--- config.mk ---
export PLATFORM = sky130hd
export DESIGN_NAME = firebird7_in_gate1_tessent_tdr_data_ctl_w19
export DESIGN_NICKNAME = d
export VERILOG_FILES = /design/src/rtl/firebird7_in_gate1_tessent_tdr_data_ctl_w19.sv
export SDC_FILE = /design/constraint.sdc
export NUM_CORES = 1
export LEC_CHECK = 0
export CAP_MARGIN = 20
export CORE_MARGIN = 1
export CORE_UTILIZATION = 35
export CTS_BUF_LIST = sky130_fd_sc_hd__clkbuf_2 sky130_fd_sc_hd__clkbuf_4 sky130_fd_sc_hd__clkbuf_8
export DETAILED_ROUTE_END_ITERATION = 10
export PLACE_DENSITY = 0.66
export SLEW_MARGIN = 20
export SYNTH_ARGS = -nofsm -noshare
export SYNTH_HDL_FRONTEND = slang
export SYNTH_SLANG_ARGS = --single-unit
--- constraint.sdc ---
create_clock -name ijtag_tck -period 1.55 [get_ports ijtag_tck]
set_input_delay 0.3875 -clock ijtag_tck [delete_from_list [all_inputs] [get_ports ijtag_tck]]
set_output_delay 0.3875 -clock ijtag_tck [all_outputs]
set_load 0.02 [all_outputs]
--- src/rtl/firebird7_in_gate1_tessent_tdr_data_ctl_w19.sv ---
// IJTAG TDR controlling the 19-bit functional/IJTAG data mux.
// A capture/shift/update segment that drives the mux select and data and observes the functional bus.
module firebird7_in_gate1_tessent_tdr_data_ctl_w19 #(
    parameter int unsigned DATA_WIDTH = 19
) (
    input  logic                  ijtag_tck,
    input  logic                  ijtag_reset,
    input  logic                  ijtag_sel,
    input  logic                  ijtag_ce,
    input  logic                  ijtag_se,
    input  logic                  ijtag_ue,
    input  logic                  ijtag_si,
    output logic                  ijtag_so,
    input  logic [DATA_WIDTH-1:0] functional_data_in,
    output logic                  ijtag_select,
    output logic [DATA_WIDTH-1:0] ijtag_data_out,
    output logic                  capture_mode
);

    localparam int unsigned CHAIN_LEN = DATA_WIDTH + 2;

    typedef enum logic [1:0] {
        OP_IDLE    = 2'd0,
        OP_CAPTURE = 2'd1,
        OP_SHIFT   = 2'd2,
        OP_UPDATE  = 2'd3
    } op_t;

    logic [CHAIN_LEN-1:0]  r_shift;
    logic                  r_sel_upd;
    logic                  r_mode_upd;
    logic [DATA_WIDTH-1:0] r_data_upd;

    op_t                   w_op;
    logic [DATA_WIDTH-1:0] w_capture_data;

    // Capture wins over shift, shift wins over update; nothing happens while deselected.
    always_comb begin
        w_op = OP_IDLE;
        if (ijtag_sel) begin
            if (ijtag_ce) begin
                w_op = OP_CAPTURE;
            end else if (ijtag_se) begin
                w_op = OP_SHIFT;
            end else if (ijtag_ue) begin
                w_op = OP_UPDATE;
            end
        end
    end

    always_comb begin
        w_capture_data = r_mode_upd ? r_data_upd : functional_data_in;
    end

    always_ff @(posedge ijtag_tck) begin
        if (!ijtag_reset) begin
            r_shift    <= '0;
            r_sel_upd  <= 1'b0;
            r_mode_upd <= 1'b0;
            r_data_upd <= '0;
        end else begin
            unique case (w_op)
                OP_CAPTURE: r_shift <= {r_sel_upd, r_mode_upd, w_capture_data};
                OP_SHIFT:   r_shift <= {ijtag_si, r_shift[CHAIN_LEN-1:1]};
                OP_UPDATE: begin
                    r_sel_upd  <= r_shift[CHAIN_LEN-1];
                    r_mode_upd <= r_shift[DATA_WIDTH];
                    r_data_upd <= r_shift[DATA_WIDTH-1:0];
                end
                default: ;
            endcase
        end
    end

    assign ijtag_so       = r_shift[0];
    assign ijtag_select   = r_sel_upd;
    assign capture_mode   = r_mode_upd;
    assign ijtag_data_out = r_data_upd;

endmodule

**Yosys cells after proc, flatten, opt, wreduce, memory -nomap -nowiden**

Cells that the tools add are included.

- Bitwise logic cells: 0
- Eq/ne operators: 3
- Shift operators: 0
- Div/mod/pow operators: 0
- Add/subtract/negate cells: 0
- Order comparisons: 0
- Reductions and logical operators: 1
- $mul: 0
- Mux-type cells: 6

Operators with widths:

| kind | number |
|---|---|
| 21-bit one-hot mux with 2 select lines | 1 |
| 19-bit two-way mux | 1 |
| 2-bit two-way mux | 4 |
| 2-bit equality test (second input constant) | 2 |
| 2-bit by 1-bit equality test with 1-bit output (second input constant) | 1 |
| 2-bit nonzero test | 1 |

- Bits in registers: 42
- Bits in read-only memories: 0
- Output and inout bits: 22
- Memories: 0
- Word-level logic and storage cells: 14
- Bits in latches: 0
- Memory bits (writable): 0

**Logic depth before layout (Yosys ltp)**

Gate-level depths: netlist of the first run.

- Depth after elaboration: 6
- Depth in mapped cells: 7
- Depth with buffers taken out: 5

**Worst setup path before layout of the first run**

OpenSTA, ideal clock, no wires.

- Kind: in2reg
- Start: in ijtag_ue
- End: reg r_shift[10]
- Path buffers: 2
- Cell stages on the path: 7
- Slack: -0.054 ns
- Data arrival time: 1.478 ns
- Data required time: 1.424 ns
- Path through: nor2b_1 -> o21a_1 -> ha_1 -> buf_4 -> clkbuf_1 -> nand3b_1 -> o221ai_2

- Longest elaborated chain between the ends: 6
- Elaborated cells on any way between the ends: 8

RTL lines:

| what | line | text |
|---|---|---|
| start, declared | 11 | `input logic ijtag_ue,` |
| 2-bit two-way mux (*) | 45 | `end else if (ijtag_ue) begin` |
| 2-bit two-way mux (*) | 43 | `end else if (ijtag_se) begin` |
| 2-bit two-way mux (*) | 41 | `if (ijtag_ce) begin` |
| 2-bit two-way mux (*) | 40 | `if (ijtag_sel) begin` |
| 2-bit equality test or 2-bit by 1-bit equality test with 1-bit output (tied branches) | 62 | `unique case (w_op)` |
| 21-bit one-hot mux with 2 select lines or 2-bit nonzero test (tied branches) | -- |  |
| end signal, assigned | 63 | `OP_CAPTURE: r_shift <= {r_sel_upd, r_mode_upd, w_capture_data};` |
| end signal, assigned | 64 | `OP_SHIFT: r_shift <= {ijtag_si, r_shift[CHAIN_LEN-1:1]};` |
| end, declared | 29 | `logic [CHAIN_LEN-1:0] r_shift;` |

Mark *: on every way between the ends. The rest lies on a longest branch, timed or not.
A chain may end at the register's enable or synchronous reset.

**Worst setup path after layout of the first run**

- Start: in ijtag_ue
- End: reg r_shift[11]

Same word-level chain as after synthesis.

==> results of run 1 <==
[path summary, 6_finish.rpt]
path / endpoint / slack (ns) / cells after the start
setup / recovery: r_shift[11]$_SDFFE_PN0P_ / 0.07 / 8
hold / removal: r_shift[12]$_SDFFE_PN0P_ / 0.53 / 2
setup reg to reg: r_shift[2]$_SDFFE_PN0P_ / 0.25 / 3
hold reg to reg: r_shift[12]$_SDFFE_PN0P_ / 0.53 / 2
[stage by stage]
step                instance area (um^2)  TNS (ns)
floorplan                           2080   -0.0355
global placement                    2720    -23.52
CTS                                 2890         0
finish                              2910         0
global route                        2910         0
detailed placement                  2720    -24.17
[per-layer routing]
metal  GRT usage [%]  share of wire (%)  up-vias
met5               0                  0        -
met4            5.19                1.3        0
met3            4.48                4.0        8
met2            26.1                 49       34
met1            18.9                 46      756
li1                -                  -      807
[repair_timing]
item                       4_1_cts  5_1_grt
gates cloned                     1        0
setup buffers                    0        1
pin swaps                        1        5
setup endpoints to repair       64       11
gates resized for setup         41        6
[kinds of logic after synthesis]
logic type                 Yosys count  synth area share, %
AOI/OAI and AO/OA                   25                 12.7
muxes                               42                 20.4
buffers and inverters               18                 5.95
adders and majority gates            2                 1.21
and+or+nand+nor                     64                 18.9
DFF                                 42                 40.8
[flip-flops by register name, summed over array words and instances, names as in the netlist]
signal / count
ijtag_data_out: 19
r_shift: 21
capture_mode: 1
ijtag_select: 1
[power groups by stage]
stage                     sequential (W)  clock, W  combinational (W)
after floorplan                  0.00119         0           0.000220
after global placement           0.00120         0           0.000382
after detailed placement         0.00120         0           0.000386
after CTS                        0.00117  0.000901           0.000403
after global routing             0.00118  0.000952           0.000439
final                            0.00117  0.000881           0.000407
[cell usage in the layout (no fill, tap or decap), types with 2 or more instances in the layout]
cell and n:
clkinvlp_4 2, mux2i_1 42, buf_12 6, clkbuf_8 5, buf_4 10, buf_6 2
o221ai_2 12, dlygate4sd2_1 23, clkdlybuf4s50_1 21, ha_4 2, dfxtp_1 42, nand2_1 19
nand3b_1 19, o21ai_0 2, o221ai_1 7, a21oi_1 2, nor2b_1 21
[worst min-delay path: stages, from the launching register on]
cell	delay (ns)
dfxtp_1	0.36
nand3b_1	0.08
o221ai_1	0.06
[layout make-up]
type                            count  area (um^2)  share of cell area (%)
Sequential cell                    42          841                    28.9
Multi-Input combinational cell    133         1160                    40.0
Timing Repair Buffer               67          703                    24.2
Tap cell                           72         90.1                    3.09
Clock buffer                        5         68.8                    2.36
Clock inverter                      3         45.0                    1.55
==> run summary, run 1 <==
Global routing finished with a remaining overflow of 0. Global routing used 15.5% of the available tracks across all layers. The number of antenna diodes in the final layout is 0. The number of distinct library cell variants in the gate-level netlist after synthesis was 20; the mapped cell area was 0.00206 mm^2. The flow ran to the end, and the final reports show no timing, DRC or antenna violations.

The run gives 7480 um as the first-pass GRT wire length. Once detail routing completed, the nets flagged for antenna violations numbered 0. The number of antenna violations at the first check in global routing is 0, and the layout-stage area growth over the synthesis result is 41.4%. The logs give 36.9% for the starting density of the core and 0.734 for the global placement routability congestion. The run gives 1568 as the via count of the first global-routing pass. Internal power comes to 0.00185 W. The largest net degree at the start of global routing was 31.

In this run, CTS created clock tree buffers numbering 5. Dividing the detail-routed via count by the number of cells gives 4.98. Setup violations remaining at the end of the flow were counted as 0. The maximum cell stage delay along the critical path is 0.29 ns, and the actual slew at the worst max-slew pin is 0.372 ns. Synthesis inferred 42 register bits. The tools report the number of hold-slack violations in the final timing report as 0. The tools report the first-pass iteration count of the detailed router as 4. Of the available clock period, the critical path in the final layout requires 95.7%. Summed over all cells, the static leakage comes to 1.07 nW. Prevailing post-synth register cell: dfxtp_1. The run gives 0.529 ns as the worst slack on hold paths. The logs give 0 for the number of max-slew violations in the final report and 27 for the number of rows created at floorplan. The detailed placement HPWL is 3020 um, and the area of the core is 0.00557 mm^2. In this run the most critical hold path is launched from r_shift[12]$_SDFFE_PN0P_. The shortest period the worst path allows works out to 1.48 ns. TritonCTS built the clock tree.

A synthesized cell averages 10.7 um^2. Static timing analysis puts the maximum clock frequency at 674 MHz. Highest ir drop seen on vdd: 0.000476 V.

The power consumption was 0.00246 W. The count of input and output buffers was 47. The master of the slowest instance on the critical path is ha_4. The largest area contributor in the netlist is dfxtp_1. The fraction of layout cells with a size suffix above 1 was 20.0%; the remaining routing DRC violations was 0. Traced cell by cell, the critical path runs through clkdlybuf4s15_1 -> nor2_2 -> nor3b_4 -> buf_4 -> ha_4 -> nand3b_4 -> buf_12 -> o221ai_2.

The number of enable-type register cells in the synthesized netlist was 0. After detailed routing, the total wire length is 4530 um. The critical register-to-register path startpoint was capture_mode$_SDFFE_PN0N_. The most critical setup path has its startpoint at ijtag_ue. On the critical path the largest part of the delay comes from buffers and inverters. 48 I/O pins were placed.

The height of the die came out at 78.7 um. The element type at the critical path start was an input pin. The floorplan step defined a die boundary enclosing 0.00620 mm^2. Yosys printed 0 warnings.

The run gives 0 as the number of max-cap violations. For the clock network fraction of design power, the log shows 35.8%. Ranked by total cell area, the synthesized netlist is headed by dfxtp_1 41%, mux2i_1 20%, o221ai_2 7.3%, nand3b_1 6.9%, nor2b_1 6.7%. After detailed routing, the average wire length per cell comes to 14.1 um. On the final layout, the worst clock skew is 0.00839 ns.

The post-synthesis instance total is 193. The run gives 16.5% as the combinational group share of total power. Non-filler instance count after layout: 322. At the end of the flow the core is filled with cells to 52.2%. The tools report the worst-case clock buffer depth as 2. The area share of the largest cell type after synthesis works out to 40.8%.

The share of synthesized flip-flops with an asynchronous set or reset works out to 0%. The commonest cells after synthesis are 42 x dfxtp_1, 42 x mux2i_1, 22 x nor2b_1, 19 x nand2_1, 19 x nand3b_1. The run gives 47.7% as the sequential power share. The relative max-transition margin is 75.2%. The final layout contains 277 nets. The tools report the initial DRC count as 37. The clock-pin slew on the worst setup and hold paths was 0.09 ns.

At the later pin of the worst-skew pair, clock insertion delay measures 0.30 ns. The tools report the endpoint class of the critical path as a register. The floorplan step set the die width to 78.7 um. The total power per unit cell area works out to 845 mW/mm^2.

CTS placed an instance of clkbuf_8 at the clock tree root. CTS built an H-tree with a depth of 2. The logs give 1.78 ns for the required time of the critical path and 40.8% for the sequential fraction of the synthesis area. Across all layers, the routed design uses 1605 vias. The critical path contains buffers and inverters numbering 3 combined. The peak fanout along the critical path works out to 8. In this run, placement finished with an instance count of 312.

For this design the total switching power over the nets is 0.000616 W. The slack of the critical path is 0.0661 ns, and the worst setup timing slack at the placement stage is -0.630 ns. The number of inserted filler cells in the final layout came out at 521. Setup repair after global routing left no endpoint under its margin. Net count of the mapped netlist: 221. The type of the worst setup path was input pin to register. The number of buffers added to fix hold violations after cts is 0.

At the worst endpoint, the arrival time is 1.71 ns. Of the total power, the share spent switching nets is 25.0%. The tree built by TritonCTS fans out to 42 sinks. The min-delay analysis places its worst path in the category register to register.
Note: power is estimated with default switching activity, not from simulation.
==> run 2: changes to the inputs <==
--- a/config.mk
+++ b/config.mk
@@ -10,7 +10,9 @@
 export CORE_UTILIZATION = 35
 export CTS_BUF_LIST = sky130_fd_sc_hd__clkbuf_2 sky130_fd_sc_hd__clkbuf_4 sky130_fd_sc_hd__clkbuf_8
 export DETAILED_ROUTE_END_ITERATION = 10
+export HOLD_SLACK_MARGIN = 0.1
 export PLACE_DENSITY = 0.66
+export SKIP_CTS_REPAIR_TIMING = 1
 export SLEW_MARGIN = 20
 export SYNTH_ARGS = -nofsm -noshare
 export SYNTH_HDL_FRONTEND = slang
==> run summary, run 2 (synthesis gave the netlist of run 1 again) <==
The run finished with clean final reports. The setup slack of the most critical reg-to-reg path was 0.25 ns (about the same). Average wire per standard cell: 14.0 um (-0.62%). Number of hold-slack violations in the final timing report: 0 (unchanged). The number of max-slew violations in the final report was 0 (unchanged); the die area was 0.00620 mm^2 (unchanged). The tools report the worst clock skew as 0.00795 ns (-0.000439 ns). The clock-pin slew on the worst setup and hold paths is 0.09 ns (about the same). The path depth of the worst reg2reg path came out at 3 (unchanged).

Peak fanout along the critical path: 4 (-4). Critical register-to-register path startpoint: capture_mode$_SDFFE_PN0N_. The final layout net count is 277 (unchanged). The launch point of the worst hold path is r_shift[12]$_SDFFE_PN0P_.

The tools report the depth of the CTS H-tree as 2 (unchanged). The class of the most critical hold timing path is register to register. The arrival time reported for the critical path endpoint was 1.63 ns (-0.08 ns). For the summed area of non-filler cells in the final layout, the log shows 0.00299 mm^2 (+2.7%). The number of rows created at floorplan is 27 (unchanged), and the maximum cell stage delay along the critical path is 0.21 ns (-0.08 ns). Setup repair after global routing left no endpoint under its margin. In this run the critical register-to-register path is captured at r_shift[2]$_SDFFE_PN0P_.

The tools report the detailed placement HPWL as 3020 um (unchanged). The worst slack on hold paths is 0.524 ns (-0.00521 ns), and the via count of the first global-routing pass is 1545 (-1.5%). The run gives 0 (unchanged) as the number of antenna violations at the first check in global routing.

The timing-limited maximum frequency came out at 691 MHz (+2.6%). STA classifies the critical path endpoint as a register. The worst-case clock buffer depth is 2 (unchanged), and the required time of the critical path is 1.74 ns (-0.04 ns). The actual slew at the worst max-slew pin was 0.371 ns (-0.00157 ns). The signal on the critical path passes through dlymetal6s2s_1 -> nor2_1 -> nor3b_4 -> buf_4 -> ha_4 -> buf_4 -> nand2_4 -> buf_2 -> o221ai_1. The number of vias per cell is 4.96 (-0.56%). The master of the slowest instance on the critical path is nor2_1. Ratio of final minimum period to clock period: 93.3% (-2.4 points). Leaving out fill and tap cells, the most frequent cells in the layout are 42 x mux2i_1, 42 x dfxtp_1, 26 x dlymetal6s2s_1. The total power per unit cell area is 822 mW/mm^2 (-2.7%), and the die extent in x is 78.7 um (unchanged). The combinational group share of total power is 16.5% (about the same), and the final cell utilization of the core is 53.6% (+1.4 points). The run gives 0.734 (unchanged) as the global placement routability congestion. Leakage power figure: 1.39 nW (+30%). The cell area after placement is 0.00272 mm^2 (unchanged). The setup-violating endpoint count in the final report was 0 (unchanged); the fraction of layout cells with a size suffix above 1 was 18.4% (-1.6 points). For the sequential power share, the log shows 47.7% (about the same). The switching portion of total power was 24.9% (-0.10 points). Type of the worst setup path: input pin to register. The total track usage came out at 15.1% (-0.44 points).

The height of the die works out to 78.7 um (unchanged). More flip-flops sit in one register than any other, and that register is r_shift. The area of the core came out at 0.00557 mm^2 (unchanged). For the number of top-level pins, the log shows 48 (unchanged). The tools report the overall overflow remaining after global route as 0 (unchanged). The tools report the clock root buffer as clkbuf_8.

TritonCTS built the clock tree. The shortest period the worst path allows is 1.45 ns (-0.0370 ns). The tools report the total CTS buffers as 5 (unchanged).

In this design, the critical path's most frequently occurring cell is buf_4. The starting density of the core was 36.9% (unchanged); the relative max-transition margin was 75.3% (+0.10 points). Relative to the synthesized area, the layout overhead comes to 45.1%. The run gives 0 (unchanged) as the remaining routing DRC violations.

Detailed-route wire length: 4500 um (-0.62%). The initial DRC count is 33 (-11%), and the largest net degree at the start of global routing is 31 (unchanged). The tools report the internal cell power as 0.00185 W (about the same). The first-pass GRT wire length is 7270 um (-2.8%). The element type at the critical path start is an input pin. The tools report the cell total after placement as 312 (unchanged). For the number of nets still failing antenna checks after routing, the log shows 0 (unchanged).

The insertion delay of the later-clocked pin in the worst-skew pair was 0.30 ns (about the same); the worst hold path depth was 2 (unchanged). The count of input and output buffers works out to 47 (unchanged). The tools report the hold-critical path endpoint as r_shift[12]$_SDFFE_PN0P_. The run gives 0 (unchanged) as the number of max-cap violations. The net switching power was 0.000613 W (-0.55%). The non-filler instance count after layout was 322 (unchanged); the number of diodes added for antenna fixing was 0 (unchanged). The number of flip-flops under the largest register name was 21 (unchanged). The clock network fraction of design power is 35.8% (about the same). The logs give 5 (+1) for the first-pass iteration count of the detailed router and 0.000476 V (about the same) for the highest ir drop seen on vdd. The number of clock sinks is 42 (unchanged), and the power consumption is 0.00246 W (-0.15%). Total number of vias: 1596 (-0.56%).
-- run 2: cell count changes in the layout (fill, tap and decap cells not counted), sizes merged --
cell,before,now
bufbuf,1,0
dlymetal6s2s,0,26
dlygate4sd2,23,0
clkdlybuf4s15,2,0
-- run 2: stage by stage --
step	setup WS, ns	TNS [ns]
floorplan	-0.00355	-0.0355
global placement	-0.600	-23.52
detailed placement	-0.630	-24.17
CTS	-0.332	-13.66
global route	0.0369	0
finish	0.103	0
-- run 2: per-layer routing --
metal | GRT usage (%) | routed length [um] | share of wire (%) | vias up
met4 | 5.56 | 76 | 1.7 | 0
met2 | 25.0 | 2150 | 48 | 34
met3 | 4.48 | 197 | 4.4 | 10
met1 | 18.4 | 2070 | 46 | 745
li1 | - | - | - | 807
met5 | 0 | 0 | 0 | -
-- run 2: power by group through the flow --
stage                     registers [W]  clock network (W)  logic (W)
final                           0.00117           0.000880   0.000404
after global routing            0.00118           0.000952   0.000436
after CTS                       0.00117           0.000901   0.000387
after detailed placement        0.00120                  0   0.000386
after global placement          0.00120                  0   0.000382
after floorplan                 0.00119                  0   0.000220
-- run 2: layout make-up --
type,instances,area (um^2)
Tap cell,72,90.1
Multi-Input combinational cell,133,1160
Fill cell,505,2580
Sequential cell,42,841
Timing Repair Buffer,67,787
Clock buffer,5,68.8
Clock inverter,3,45.0
-- run 2: critical path, delay by kind of cell --
| family | cells | cell delay [ns] |
|---|---|---|
| AO/OA/AOI/OAI | 1 | 0.10 |
| AND/OR/NAND/NOR | 3 | 0.38 |
| adder cells (fa/ha/maj) | 1 | 0.16 |
| buffers and inverters | 4 | 0.60 |
-- run 2: worst max path at each step --
stage,end,slack (ns),from,cells after the start
6_report,r_shift[13]$_SDFFE_PN0P_,0.10,ijtag_se,9
5_1_grt,r_shift[6]$_SDFFE_PN0P_,0.04,ijtag_se,9
4_1_cts,r_shift[3]$_SDFFE_PN0P_,-0.33,ijtag_se,9
3_5_place_dp,r_shift[3]$_SDFFE_PN0P_,-0.63,ijtag_se,9
3_3_place_gp,r_shift[2]$_SDFFE_PN0P_,-0.60,ijtag_se,9
2_1_floorplan,r_shift[10]$_SDFFE_PN0P_,-0.004,ijtag_ue,7
==> variant 1 (settings of run 2) <==
Add an input register stage for `ijtag_sel`, `ijtag_ce`, `ijtag_se`, `ijtag_ue`, `ijtag_si` and `functional_data_in`, with the module's reset; this delays them by one clock.
--- a/src/rtl/firebird7_in_gate1_tessent_tdr_data_ctl_w19.sv
+++ b/src/rtl/firebird7_in_gate1_tessent_tdr_data_ctl_w19.sv
@@ -27,4 +27,29 @@
     } op_t;
 
+    logic ijtag_sel_q;
+    logic ijtag_ce_q;
+    logic ijtag_se_q;
+    logic ijtag_ue_q;
+    logic ijtag_si_q;
+    logic [DATA_WIDTH-1:0] functional_data_q;
+
+    always_ff @(posedge ijtag_tck) begin
+        if (!ijtag_reset) begin
+            ijtag_sel_q       <= '0;
+            ijtag_ce_q        <= '0;
+            ijtag_se_q        <= '0;
+            ijtag_ue_q        <= '0;
+            ijtag_si_q        <= '0;
+            functional_data_q <= '0;
+        end else begin
+            ijtag_sel_q       <= ijtag_sel;
+            ijtag_ce_q        <= ijtag_ce;
+            ijtag_se_q        <= ijtag_se;
+            ijtag_ue_q        <= ijtag_ue;
+            ijtag_si_q        <= ijtag_si;
+            functional_data_q <= functional_data_in;
+        end
+    end
+
     logic [CHAIN_LEN-1:0]  r_shift;
     logic                  r_sel_upd;
@@ -38,10 +63,10 @@
     always_comb begin
         w_op = OP_IDLE;
-        if (ijtag_sel) begin
-            if (ijtag_ce) begin
+        if (ijtag_sel_q) begin
+            if (ijtag_ce_q) begin
                 w_op = OP_CAPTURE;
-            end else if (ijtag_se) begin
+            end else if (ijtag_se_q) begin
                 w_op = OP_SHIFT;
-            end else if (ijtag_ue) begin
+            end else if (ijtag_ue_q) begin
                 w_op = OP_UPDATE;
             end
@@ -50,5 +75,5 @@
 
     always_comb begin
-        w_capture_data = r_mode_upd ? r_data_upd : functional_data_in;
+        w_capture_data = r_mode_upd ? r_data_upd : functional_data_q;
     end
 
@@ -62,5 +87,5 @@
             unique case (w_op)
                 OP_CAPTURE: r_shift <= {r_sel_upd, r_mode_upd, w_capture_data};
-                OP_SHIFT:   r_shift <= {ijtag_si, r_shift[CHAIN_LEN-1:1]};
+                OP_SHIFT:   r_shift <= {ijtag_si_q, r_shift[CHAIN_LEN-1:1]};
                 OP_UPDATE: begin
                     r_sel_upd  <= r_shift[CHAIN_LEN-1];
Formal check against the unedited RTL: not equivalent (Yosys sat finds a counterexample within 4 cycles, from zero or initial values and one cycle with ijtag_reset low).
==> variant 1 against run 2 <==
Final area increased by 20%. Sequential power increased by 52%. Synthesized cell count is 26% higher. Area after synthesis is 31% higher. Sequential cell count rose by 24. Sequential share of layout area increased by 8.7 points. Worst setup slack lost 49 ps. Total power increased by 35%. Non-clock buffer count is 4 lower. Register-to-register slack got worse by 200 ps. Clock power increased by 44%. Utilization fell by 4.7 points. Routed wire length is 14% higher. Die area is 30% higher. Critical path type is now register to register. Critical endpoint is now r_shift[3].
==> variant 1: results <==
export IMPL_status="finished, final reports clean"
export IMPL_p_leak_nw=1.57
export IMPL_timing_rr_end="r_shift[3]"
export IMPL_post_drt_wl_per_cell_um=12.7
export IMPL_clk_pin_slew_ps=70
export IMPL_hold_path_class="primary input to register"
export IMPL_synth_cell_types=22
export IMPL_muxShareOfSynthArea=0.156
export IMPL_drt_iter0_markers=46
export IMPL_r2r_slack_ps=50
export IMPL_first_pass_iters=4
export IMPL_arrival_ps=1760
export IMPL_irDropWorstVdd_mv=0.632
export IMPL_r2r_start="ijtag_ue_q"
export IMPL_track_usage=0.143
export IMPL_dp_slack_ps=-3.91
export IMPL_grt_max_degree=24
export IMPL_post_dp_cell_area_um2=3310
export IMPL_slew_headroom=0.755
export IMPL_min_to="ijtag_data_out[3]"
export IMPL_synth_compound_area_frac=0.0972
export IMPL_crit_fanout=11
export IMPL_crit_path_start_kind="register"
export IMPL_fin_nets=325
export IMPL_via_count=1908
variant 1: area by class of cell:
type	count	area, um2
fill	661	3740
sequential	66	1320
multi-input combinational	157	1280
timing repair buffer	63	682
clock inverter	7	55.1
clock buffer	9	124
tap	99	124
variant 1: worst max path at each step:
stage                     slack (ps)  cells past startpoint                end
after floorplan                   20                      7        r_shift[18]
after global placement            50                      6  ijtag_data_out[1]
after detailed placement          -4                      6        r_shift[16]
after CTS                       -190                      1           ijtag_so
after global routing              -6                      6        r_shift[15]
final                             50                      6         r_shift[3]
variant 1: power by group:
| group | switching (mW) | internal [mW] | total, mW |
|---|---|---|---|
| combinational | 0.106 | 0.154 | 0.260 |
| sequential | 0.0275 | 1.75 | 1.78 |
| clock | 0.684 | 0.589 | 1.27 |
variant 1: per-stage QoR:
stage	setup TNS (ps)	cells
global placement	0	385
CTS	-3890	401
finish	0	401
floorplan	0	243
global route	-14.2	401
detailed placement	-3.91	385
variant 1: cell families after synthesis:
| group | count (synthesis) |
|---|---|
| buffers and inverters | 20 |
| multiplexers | 42 |
| AO/OA/AOI/OAI | 25 |
| adder cells (fa/ha/maj) | 2 |
| AND/OR/NAND/NOR | 88 |
| flip-flops | 66 |
variant 1: routing by layer:
layer  up-vias  GRT usage  wire length [um]
met5         -          0                 0
met4         0     0.0779                91
met3         5     0.0439               191
met2        37      0.223              2390
met1       903      0.177              2430
li1        963          -                 -
==> variant 2 (flow settings as in run 2) <==
Made on the original files. The parameter `DATA_WIDTH` goes from 19 to 38.
--- a/src/rtl/firebird7_in_gate1_tessent_tdr_data_ctl_w19.sv
+++ b/src/rtl/firebird7_in_gate1_tessent_tdr_data_ctl_w19.sv
@@ -2,5 +2,5 @@
 // A capture/shift/update segment that drives the mux select and data and observes the functional bus.
 module firebird7_in_gate1_tessent_tdr_data_ctl_w19 #(
-    parameter int unsigned DATA_WIDTH = 19
+    parameter int unsigned DATA_WIDTH = 38
 ) (
     input  logic                  ijtag_tck,
Interface: changed (resized functional_data_in and ijtag_data_out); port bits go from 48 to 86. The function was not compared with the original's and may differ.
==> variant 2 against run 2 <==
Cell count rose by 82%. Register-to-register slack improved by 110 ps. Via count increased by 83%. Clock power up 97%. Final area grew 79%. Sequential cell count up 38. Utilization decreased by 2.7 points. Area after synthesis increased by 87%. Total power increased by 89%. Non-clock buffer count up 40. Worst setup slack lost 44 ps. Routed wire length grew 93%.
==> variant 2: results <==
export IMPL_status="finished, final reports clean"
export IMPL_met1_length_um=3890
export IMPL_drt_iter0_markers=42
export IMPL_htreeDepth=3
export IMPL_r2r_slack_ps=360
export IMPL_fmax_ghz=0.671
export IMPL_synthCells=363
export IMPL_yosysSeqAreaShare=0.416
export IMPL_syn_nets=410
export IMPL_cp_slowest_cell="ha_4"
export IMPL_yosys_top_cells_count="dfxtp_1 (80), mux2i_1 (80), nor2b_1 (41)"
export IMPL_crit_path_end="r_shift[33]"
export IMPL_grt_pass1_wl_um=14300
export IMPL_drive_gt1_frac=0.145
export IMPL_finClkSkew_ps=9.18
export IMPL_grt_pass1_vias=2977
export IMPL_grt_max_degree=55
export IMPL_final_cells=585
export IMPL_post_place_cells=567
export IMPL_irDropWorstVdd_mv=0.514
export IMPL_post_dp_cell_area_um2=4930
export IMPL_p_leak_nw=2.44
export IMPL_track_usage=0.158
export IMPL_timing_rr_end="r_shift[14]"
export IMPL_min_to="r_shift[4]"
export IMPL_cp_startpoint="ijtag_ue"
export IMPL_met1_usage=0.187
export IMPL_dp_slack_ps=-647
export IMPL_wl_met3_um=361
export IMPL_worst_slew_pin_slew_ps=287
export IMPL_use_met3=0.0359
export IMPL_synthTopCellsByArea="dfxtp_1 (42%), mux2i_1 (21%), o221ai_2 (7.8%)"
export IMPL_drt_total_wl_um=8700
export IMPL_arrival_ps=1760
export IMPL_crit_fanout=6
export IMPL_synth_cell_types=19
export IMPL_hold_ws_ps=528
export IMPL_hold_start="r_shift[4]"
export IMPL_cts_made_buffers=9
export IMPL_critPathTopFamily="compound AO/OA/AOI/OAI gates"
export IMPL_dr_wl_met2_um=4330
export IMPL_globalRouteMet2Util=0.278
export IMPL_hpwl_um=6080
export IMPL_fin_nets=492
export IMPL_largest_reg_flops=40
variant 2: changes by cell type after synthesis, sizes merged:
cell,delta
clkbuf,+11
nand3b,+19
mux2i,+38
buf,+7
dfxtp,+38
nand2,+19
nor2b,+19
o221ai,+19
variant 2: layout make-up:
cell class,count,area (um2),share of cell area
Multi-Input combinational cell,247,2080,0.389
Sequential cell,80,1600,0.299
Timing Repair Buffer,107,1270,0.238
Tap cell,136,170,0.0318
Clock buffer,12,159,0.0297
Clock inverter,3,65.1,0.0122
variant 2: cell families after synthesis:
family          count (synthesis)  share of synthesized area
compound gates                 44                      0.127
fa+ha+maj                       2                    0.00650
buf+inv                        36                     0.0556
flops                          80                      0.416
mux                            80                      0.208
simple gates                  121                      0.187
variant 2: power by group:
| part | total [mW] | internal (mW) | leakage, nW | switching, mW |
|---|---|---|---|---|
| Sequential | 2.23 | 2.15 | 0.651 | 0.0794 |
| Combinational | 0.677 | 0.383 | 1.67 | 0.294 |
| Clock | 1.73 | 1.00 | 0.116 | 0.723 |
